File: src/rtl/sc_button_conditioner_if.sv
// ---------------------------------------------------------------------------
// sc_button_conditioner_if
// Groups the five raw active-low pushbuttons and the conditioned outputs of
// sc_button_conditioner into one bundle.
//   *_InLow   raw asynchronous pushbutton levels, 0 = pressed
//   *_OutLow  debounced registered levels, 0 = pressed
//   pressStrobe_OutHigh  one-cycle pulse on any debounced press
// Modports:
//   master  the side that owns the buttons and consumes the conditioned levels
//   slave   the conditioner itself
// ---------------------------------------------------------------------------
interface sc_button_conditioner_if;
  logic SC_BUTTON_CONDITIONER_startButton_InLow;
  logic SC_BUTTON_CONDITIONER_upButton_InLow;
  logic SC_BUTTON_CONDITIONER_downButton_InLow;
  logic SC_BUTTON_CONDITIONER_leftButton_InLow;
  logic SC_BUTTON_CONDITIONER_rightButton_InLow;

  logic SC_BUTTON_CONDITIONER_startButton_OutLow;
  logic SC_BUTTON_CONDITIONER_upButton_OutLow;
  logic SC_BUTTON_CONDITIONER_downButton_OutLow;
  logic SC_BUTTON_CONDITIONER_leftButton_OutLow;
  logic SC_BUTTON_CONDITIONER_rightButton_OutLow;
  logic SC_BUTTON_CONDITIONER_pressStrobe_OutHigh;

  modport master (
    output SC_BUTTON_CONDITIONER_startButton_InLow,
    output SC_BUTTON_CONDITIONER_upButton_InLow,
    output SC_BUTTON_CONDITIONER_downButton_InLow,
    output SC_BUTTON_CONDITIONER_leftButton_InLow,
    output SC_BUTTON_CONDITIONER_rightButton_InLow,
    input  SC_BUTTON_CONDITIONER_startButton_OutLow,
    input  SC_BUTTON_CONDITIONER_upButton_OutLow,
    input  SC_BUTTON_CONDITIONER_downButton_OutLow,
    input  SC_BUTTON_CONDITIONER_leftButton_OutLow,
    input  SC_BUTTON_CONDITIONER_rightButton_OutLow,
    input  SC_BUTTON_CONDITIONER_pressStrobe_OutHigh
  );

  modport slave (
    input  SC_BUTTON_CONDITIONER_startButton_InLow,
    input  SC_BUTTON_CONDITIONER_upButton_InLow,
    input  SC_BUTTON_CONDITIONER_downButton_InLow,
    input  SC_BUTTON_CONDITIONER_leftButton_InLow,
    input  SC_BUTTON_CONDITIONER_rightButton_InLow,
    output SC_BUTTON_CONDITIONER_startButton_OutLow,
    output SC_BUTTON_CONDITIONER_upButton_OutLow,
    output SC_BUTTON_CONDITIONER_downButton_OutLow,
    output SC_BUTTON_CONDITIONER_leftButton_OutLow,
    output SC_BUTTON_CONDITIONER_rightButton_OutLow,
    output SC_BUTTON_CONDITIONER_pressStrobe_OutHigh
  );
endinterface

File: src/rtl/sc_button_conditioner.sv
// ---------------------------------------------------------------------------
// sc_button_conditioner
// Conditions five raw active-low pushbuttons (start, up, down, left, right).
// Each channel has a 2-flop synchronizer, a stable-level register and a
// debounce counter; a new level is accepted only after DEBOUNCE_CYCLES
// consecutive samples disagree with the current stable level. A registered
// one-cycle strobe fires whenever any channel's stable level goes 1->0.
// Ports:
//   SC_BUTTON_CONDITIONER_CLOCK_50      system clock, rising edge
//   SC_BUTTON_CONDITIONER_RESET_InHigh  synchronous active-high reset
//   bus (slave)                         raw buttons in, debounced levels and
//                                       press strobe out
// Channel bit order inside: 0 start, 1 up, 2 down, 3 left, 4 right.
// ---------------------------------------------------------------------------
module sc_button_conditioner #(
  parameter int DEBOUNCE_CYCLES = 500000,
  parameter int CNT_WIDTH       = 20
) (
  input logic                   SC_BUTTON_CONDITIONER_CLOCK_50,
  input logic                   SC_BUTTON_CONDITIONER_RESET_InHigh,
  sc_button_conditioner_if.slave bus
);

  localparam logic [CNT_WIDTH-1:0] CNT_MAX = CNT_WIDTH'(DEBOUNCE_CYCLES - 1);

  logic [4:0]           w_raw;
  logic [4:0]           r_sync1;
  logic [4:0]           r_sync2;
  logic [4:0]           r_stable;
  logic [4:0]           w_stableNext;
  logic [4:0]           w_mismatch;
  logic [4:0]           w_atMax;
  logic [CNT_WIDTH-1:0] r_cnt [5];
  logic                 r_pressStrobe;

  assign w_raw = {bus.SC_BUTTON_CONDITIONER_rightButton_InLow,
                  bus.SC_BUTTON_CONDITIONER_leftButton_InLow,
                  bus.SC_BUTTON_CONDITIONER_downButton_InLow,
                  bus.SC_BUTTON_CONDITIONER_upButton_InLow,
                  bus.SC_BUTTON_CONDITIONER_startButton_InLow};

  // A channel accepts the synchronized level only when it still disagrees
  // after the counter has already seen DEBOUNCE_CYCLES-1 disagreeing samples,
  // i.e. on the DEBOUNCE_CYCLES-th consecutive mismatch.
  always_comb begin
    w_mismatch   = '0;
    w_atMax      = '0;
    w_stableNext = r_stable;
    for (int i = 0; i < 5; i++) begin
      w_mismatch[i] = (r_sync2[i] != r_stable[i]);
      w_atMax[i]    = (r_cnt[i] == CNT_MAX);
      if (w_mismatch[i] && w_atMax[i]) begin
        w_stableNext[i] = r_sync2[i];
      end
    end
  end

  // Synchronizers, stable levels, counters and press strobe. The strobe is
  // raised on the same edge a stable level falls, so it is high for exactly
  // the cycle in which the new pressed level first appears on the outputs.
  // Any matching sample clears the count, so short glitches never accumulate.
  always_ff @(posedge SC_BUTTON_CONDITIONER_CLOCK_50) begin
    if (SC_BUTTON_CONDITIONER_RESET_InHigh) begin
      r_sync1       <= '1;
      r_sync2       <= '1;
      r_stable      <= '1;
      r_pressStrobe <= 1'b0;
      for (int i = 0; i < 5; i++) begin
        r_cnt[i] <= '0;
      end
    end else begin
      r_sync1       <= w_raw;
      r_sync2       <= r_sync1;
      r_stable      <= w_stableNext;
      r_pressStrobe <= |(r_stable & ~w_stableNext);
      for (int i = 0; i < 5; i++) begin
        if (!w_mismatch[i] || w_atMax[i]) begin
          r_cnt[i] <= '0;
        end else begin
          r_cnt[i] <= r_cnt[i] + CNT_WIDTH'(1);
        end
      end
    end
  end

  assign bus.SC_BUTTON_CONDITIONER_startButton_OutLow  = r_stable[0];
  assign bus.SC_BUTTON_CONDITIONER_upButton_OutLow     = r_stable[1];
  assign bus.SC_BUTTON_CONDITIONER_downButton_OutLow   = r_stable[2];
  assign bus.SC_BUTTON_CONDITIONER_leftButton_OutLow   = r_stable[3];
  assign bus.SC_BUTTON_CONDITIONER_rightButton_OutLow  = r_stable[4];
  assign bus.SC_BUTTON_CONDITIONER_pressStrobe_OutHigh = r_pressStrobe;

endmodule

File: src/flat_wrapper.sv
// flat-port wrapper written by rule: the top's interface ports become plain ports
module sc_button_conditioner_flat 
#(
  parameter int DEBOUNCE_CYCLES = 500000,
  parameter int CNT_WIDTH       = 20
)
  (SC_BUTTON_CONDITIONER_CLOCK_50, SC_BUTTON_CONDITIONER_RESET_InHigh, bus_SC_BUTTON_CONDITIONER_startButton_InLow, bus_SC_BUTTON_CONDITIONER_upButton_InLow, bus_SC_BUTTON_CONDITIONER_downButton_InLow, bus_SC_BUTTON_CONDITIONER_leftButton_InLow, bus_SC_BUTTON_CONDITIONER_rightButton_InLow, bus_SC_BUTTON_CONDITIONER_startButton_OutLow, bus_SC_BUTTON_CONDITIONER_upButton_OutLow, bus_SC_BUTTON_CONDITIONER_downButton_OutLow, bus_SC_BUTTON_CONDITIONER_leftButton_OutLow, bus_SC_BUTTON_CONDITIONER_rightButton_OutLow, bus_SC_BUTTON_CONDITIONER_pressStrobe_OutHigh);
  sc_button_conditioner_if bus_i ();
  input logic SC_BUTTON_CONDITIONER_CLOCK_50;
  input logic SC_BUTTON_CONDITIONER_RESET_InHigh;
  input wire logic [$bits(bus_i.SC_BUTTON_CONDITIONER_startButton_InLow)-1:0] bus_SC_BUTTON_CONDITIONER_startButton_InLow;
  input wire logic [$bits(bus_i.SC_BUTTON_CONDITIONER_upButton_InLow)-1:0] bus_SC_BUTTON_CONDITIONER_upButton_InLow;
  input wire logic [$bits(bus_i.SC_BUTTON_CONDITIONER_downButton_InLow)-1:0] bus_SC_BUTTON_CONDITIONER_downButton_InLow;
  input wire logic [$bits(bus_i.SC_BUTTON_CONDITIONER_leftButton_InLow)-1:0] bus_SC_BUTTON_CONDITIONER_leftButton_InLow;
  input wire logic [$bits(bus_i.SC_BUTTON_CONDITIONER_rightButton_InLow)-1:0] bus_SC_BUTTON_CONDITIONER_rightButton_InLow;
  output wire logic [$bits(bus_i.SC_BUTTON_CONDITIONER_startButton_OutLow)-1:0] bus_SC_BUTTON_CONDITIONER_startButton_OutLow;
  output wire logic [$bits(bus_i.SC_BUTTON_CONDITIONER_upButton_OutLow)-1:0] bus_SC_BUTTON_CONDITIONER_upButton_OutLow;
  output wire logic [$bits(bus_i.SC_BUTTON_CONDITIONER_downButton_OutLow)-1:0] bus_SC_BUTTON_CONDITIONER_downButton_OutLow;
  output wire logic [$bits(bus_i.SC_BUTTON_CONDITIONER_leftButton_OutLow)-1:0] bus_SC_BUTTON_CONDITIONER_leftButton_OutLow;
  output wire logic [$bits(bus_i.SC_BUTTON_CONDITIONER_rightButton_OutLow)-1:0] bus_SC_BUTTON_CONDITIONER_rightButton_OutLow;
  output wire logic [$bits(bus_i.SC_BUTTON_CONDITIONER_pressStrobe_OutHigh)-1:0] bus_SC_BUTTON_CONDITIONER_pressStrobe_OutHigh;
  assign bus_i.SC_BUTTON_CONDITIONER_startButton_InLow = bus_SC_BUTTON_CONDITIONER_startButton_InLow;
  assign bus_i.SC_BUTTON_CONDITIONER_upButton_InLow = bus_SC_BUTTON_CONDITIONER_upButton_InLow;
  assign bus_i.SC_BUTTON_CONDITIONER_downButton_InLow = bus_SC_BUTTON_CONDITIONER_downButton_InLow;
  assign bus_i.SC_BUTTON_CONDITIONER_leftButton_InLow = bus_SC_BUTTON_CONDITIONER_leftButton_InLow;
  assign bus_i.SC_BUTTON_CONDITIONER_rightButton_InLow = bus_SC_BUTTON_CONDITIONER_rightButton_InLow;
  assign bus_SC_BUTTON_CONDITIONER_startButton_OutLow = bus_i.SC_BUTTON_CONDITIONER_startButton_OutLow;
  assign bus_SC_BUTTON_CONDITIONER_upButton_OutLow = bus_i.SC_BUTTON_CONDITIONER_upButton_OutLow;
  assign bus_SC_BUTTON_CONDITIONER_downButton_OutLow = bus_i.SC_BUTTON_CONDITIONER_downButton_OutLow;
  assign bus_SC_BUTTON_CONDITIONER_leftButton_OutLow = bus_i.SC_BUTTON_CONDITIONER_leftButton_OutLow;
  assign bus_SC_BUTTON_CONDITIONER_rightButton_OutLow = bus_i.SC_BUTTON_CONDITIONER_rightButton_OutLow;
  assign bus_SC_BUTTON_CONDITIONER_pressStrobe_OutHigh = bus_i.SC_BUTTON_CONDITIONER_pressStrobe_OutHigh;
  sc_button_conditioner #(.DEBOUNCE_CYCLES(DEBOUNCE_CYCLES), .CNT_WIDTH(CNT_WIDTH)) u_core (.SC_BUTTON_CONDITIONER_CLOCK_50(SC_BUTTON_CONDITIONER_CLOCK_50), .SC_BUTTON_CONDITIONER_RESET_InHigh(SC_BUTTON_CONDITIONER_RESET_InHigh), .bus(bus_i));
endmodule
File: config.mk
export PLATFORM = sky130hd
export DESIGN_NAME = sc_button_conditioner_flat
export DESIGN_NICKNAME = d
export VERILOG_FILES = /design/src/rtl/sc_button_conditioner_if.sv /design/src/rtl/sc_button_conditioner.sv /design/src/flat_wrapper.sv
export SDC_FILE = /design/constraint.sdc
export NUM_CORES = 1
export LEC_CHECK = 0
export CORE_MARGIN = 8
export CORE_UTILIZATION = 62
export DETAILED_ROUTE_END_ITERATION = 10
export GPL_TIMING_DRIVEN = 1
export PLACE_DENSITY = 0.79
export SKIP_CTS_REPAIR_TIMING = 1
export SYNTH_ARGS = -nofsm -noshare
export SYNTH_HDL_FRONTEND = slang
export SYNTH_SLANG_ARGS = --single-unit
File: constraint.sdc
create_clock -name SC_BUTTON_CONDITIONER_CLOCK_50 -period 2.3 [get_ports SC_BUTTON_CONDITIONER_CLOCK_50]
set_input_delay 0.23 -clock SC_BUTTON_CONDITIONER_CLOCK_50 [delete_from_list [all_inputs] [get_ports SC_BUTTON_CONDITIONER_CLOCK_50]]
set_output_delay 0.23 -clock SC_BUTTON_CONDITIONER_CLOCK_50 [all_outputs]
set_load 0.005 [all_outputs]
==> summary by stage <==
Final layout
The final antenna diode count is 0. Registers take 3323 µm². Of the cells placed in the final design, the portion with a size suffix greater than 1 is 7.591%. The area growth from synthesis to layout is 20.55%. The final net count is 684. Summing all multi-input logic gate instances after layout gives about 2900 µm². After filler insertion, the fill cell instance count of the layout stands at approximately 640.

Routing
The total wire length after detailed routing is around 11000 µm. Before antenna repair, the detailed router went through 4 iterations. The final routed DRC violation total is 0. The per-cell via count in the routed design is between 5 and 6. The detailed router's first-iteration violation count is 196. The post-detailed-route count of antenna-violating nets is 0. The number of vias in the routed layout is around 4.2k. The average wire per standard cell is 13.05 µm.

Power and ir drop
The total power density per cell area is 733.5 nW/µm². The total power after layout is 5.265 mW. The leakage power summed over all cells is 2.614 nW. The peak supply drop is 0.7028 mV.

Setup path
The maximum fanout encountered on the critical timing path is 18. The worst register-to-register path begins at u_core.r_cnt[3][10]. Data on the critical path arrives at its endpoint at 2.33 ns. The endpoint of the most critical setup path is u_core.r_cnt[3][6]. Measured in cells, the most critical reg-to-reg path has a length of 5. The critical path starts at u_core.r_cnt[3][10].

The capturing point of the worst reg2reg path is u_core.r_cnt[3][6]. The kind of end point of the critical path is a flop. The category of the critical setup timing path is reg2reg. The minimum setup slack among reg-to-reg paths is between 0.2 and 0.25 ns. The startpoint class of the critical path is a flop. At the worst endpoint, the required time is 2.54 ns.

Timing
The setup TNS is 0 ns. After layout, the worst path uses a little over 90% of the clock period. For this run, the top clock speed supported by timing is 476.6 MHz. The number of failing hold endpoints at the final stage is 0. The final worst hold slack is 0.2902 ns. The routed design could run at a clock period as short as between 2 and 2.5 ns. The clock tree skew after final layout is about 0.011 ns. The worst path meets setup with 0.2017 ns of slack.

The final-report setup violation count is 0. The max-slew violation total from the final report is 0. In this run the tightest slew margin relative to its limit is 65.69%. At the pin with the least slew margin, the transition time is approximately 0.5 ns. Setup repair after global routing left no endpoint under its margin.

Clock tree
TritonCTS built the clock tree. The tree built by TritonCTS fans out to 116 sinks. The H-tree was split into 4 levels.

The root buffer cell is clkbuf_8. The clock network latency to the later pin of the worst-skew pair is 0.51 ns. No sink is reached through more buffers than the 2 on the longest clock path. The number of clock buffers added by TritonCTS is 17. The register clock-pin slew on the reported worst setup and hold paths is 0.05 ns.

Die
The overall die width is 114 µm. Once the floorplan was initialized, standard cells occupied 64.14% of the core. The floorplan has 35 rows. The total area inside the core boundary comes to 9284 µm². The I/O pin count is 13.

In this run the vertical extent of the chip is between 100 and 150 µm. The area of the die is 13000 µm².

Synth
The sequential area share after synthesis is 55.81%. The synthesized netlist cell count is between 500 and 600. The summed instance area of the synthesized netlist is 5954 µm². The synthesized design devotes to its leading area cell type about half of total area. In this run, distinct cell masters in the synthesized netlist total 40.

The cell type with the largest total area after synthesis is edfxtp_1. The commonest cells after synthesis are nor2_1 (110), edfxtp_1 (100), xor2_1 (61). The flip-flop and latch count after synthesis is 116.

Among all cell types in the netlist, the one instantiated most often is nor2_1. The number of warnings reported in the yosys synthesis log is 0. Yosys attributes the largest share of cell area to edfxtp_1 (50%), xor2_1 (9.0%), nor2_1 (6.9%), dfxtp_1 (5.4%), xnor2_1 (4.7%). Counting flops with an async set or reset pin after synthesis yields a share of 0%. The count of flip-flops with a built-in enable after synthesis is 100. For this run, the leading register cell type out of synthesis is edfxtp_1. After synthesis, the mean cell area works out to 10.85 µm².

Place
The congestion estimate from routability-driven global placement came to about 0.8. The HPWL after detailed placement is 7180 µm. The quantity of I/O buffers inserted on ports is 12. At the placement stage, the worst setup path has a slack of 0.3188 ns.

Global route
The number of global-route vias before repair is 4025. The wire length of the first global-routing pass is 18100 µm. The combined global-route utilization of all metal layers is 17.56%. Entering global routing, the biggest net connects 21 pins.

The initial antenna violation count is 0. Summed over all layers, the global routing overflow is 0.

Run
Max-cap violations in this run came to 0.

Status
The run finished with clean final reports.

Hold path
The path class of the tightest hold or removal check is in2reg.
registers in the layout, indices dropped and copies added, names as in the netlist:
signal                                                flops
u_core.bus.SC_BUTTON_CONDITIONER_pressStrobe_OutHigh      1
u_core.r_cnt                                            100
u_core.r_sync1                                            5
u_core.r_sync2                                            5
u_core.r_stable                                           5
metal layers:
layer / GRT usage, % / part of all wire [%] / up-vias
met1: 19.87 / 43 / 1954
met3: 5.441 / 4.1 / 8
met2: 30.48 / 52 / 104
met5: 0 / 0 / -
li1: - / - / 2089
met4: 6.477 / 0.75 / 0
area by class of cell:
cell class / count / area share [%]
sequential: 116 / 46.30
timing repair buffer: 20 / 2.510
multi-input combinational: 505 / 39.95
clock buffer: 28 / 7.042
clock inverter: 4 / 1.325
inverter: 12 / 0.6275
tap: 129 / 2.249
power breakdown:
group | total (mW) | internal [mW] | switching, mW
combinational | 0.176 | 0.0777 | 0.0980
clock | 2.63 | 1.79 | 0.835
sequential | 2.46 | 2.37 | 0.0888
total | 5.27 | 4.24 | 1.02
cells by family after synthesis:
family	share of synthesized area, %
buffers and inverters	2.269
DFF	55.81
and+or+nand+nor	25.78
xor gates and xnor gates	13.68
AOI/OAI and AO/OA	1.177
other	0.06298
adders and majority gates	1.051
muxes	0.1681
placed cells by master (no fill, tap or decap), drive strengths merged:
cell | synthesis | layout
o211ai | 1 | 1
bufinv | 0 | 3
o21ai | 2 | 2
or4 | 1 | 1
a21oi | 2 | 2
buf | 11 | 8
mux2i | 1 | 1
xor2 | 61 | 61
nand4 | 21 | 21
dfxtp | 16 | 16
or2 | 13 | 13
nand2 | 35 | 35
ha | 5 | 5
inv | 12 | 12
nor4bb | 2 | 2
o21bai | 1 | 1
and4 | 13 | 13
a211o | 3 | 3
conb | 1 | 100
and2 | 2 | 2
nor4b | 7 | 7
clkdlybuf4s50 | 0 | 12
nor2 | 111 | 111
nor3 | 10 | 10
clkbuf | 4 | 28
or3 | 4 | 4
and3 | 14 | 14
nor2b | 6 | 6
a311oi | 1 | 1
xnor2 | 32 | 32
nor4 | 12 | 12
nand2b | 5 | 5
nor3b | 1 | 1
nand3 | 39 | 39
clkinv | 0 | 1
edfxtp | 100 | 100
critical path, cell delays in order, from the launching register on:
cell	delay [ns]
edfxtp_1	0.48
nor4b_1	0.44
nand3_1	0.14
nor4_2	0.24
or2_2	0.39
nor2_1	0.13
per-stage QoR:
step / utilization, % / std cells / cell area (µm²)
global route: 77.32 / 814 / 7178
floorplan: - / 648 / 6326
detailed placement: 70.85 / 782 / 6578
finish: 77.32 / 814 / 7178
CTS: 77.32 / 814 / 7178
global placement: 70.85 / 782 / 6578
how the worst min path moves through the flow:
stage	startpoint	endpoint	slack (ns)	cells past startpoint
2_1_floorplan	bus_SC_BUTTON_CONDITIONER_startButton_InLow	u_core.r_sync1[0]	0.33	1
3_3_place_gp	u_core.r_sync1[2]	u_core.r_sync2[2]	0.39	1
3_5_place_dp	u_core.r_sync1[0]	u_core.r_sync2[0]	0.40	1
4_1_cts	bus_SC_BUTTON_CONDITIONER_startButton_InLow	u_core.r_sync1[0]	0.27	2
5_1_grt	bus_SC_BUTTON_CONDITIONER_startButton_InLow	u_core.r_sync1[0]	0.27	2
6_report	bus_SC_BUTTON_CONDITIONER_startButton_InLow	u_core.r_sync1[0]	0.29	2
(Power assumes the default switching activity.)
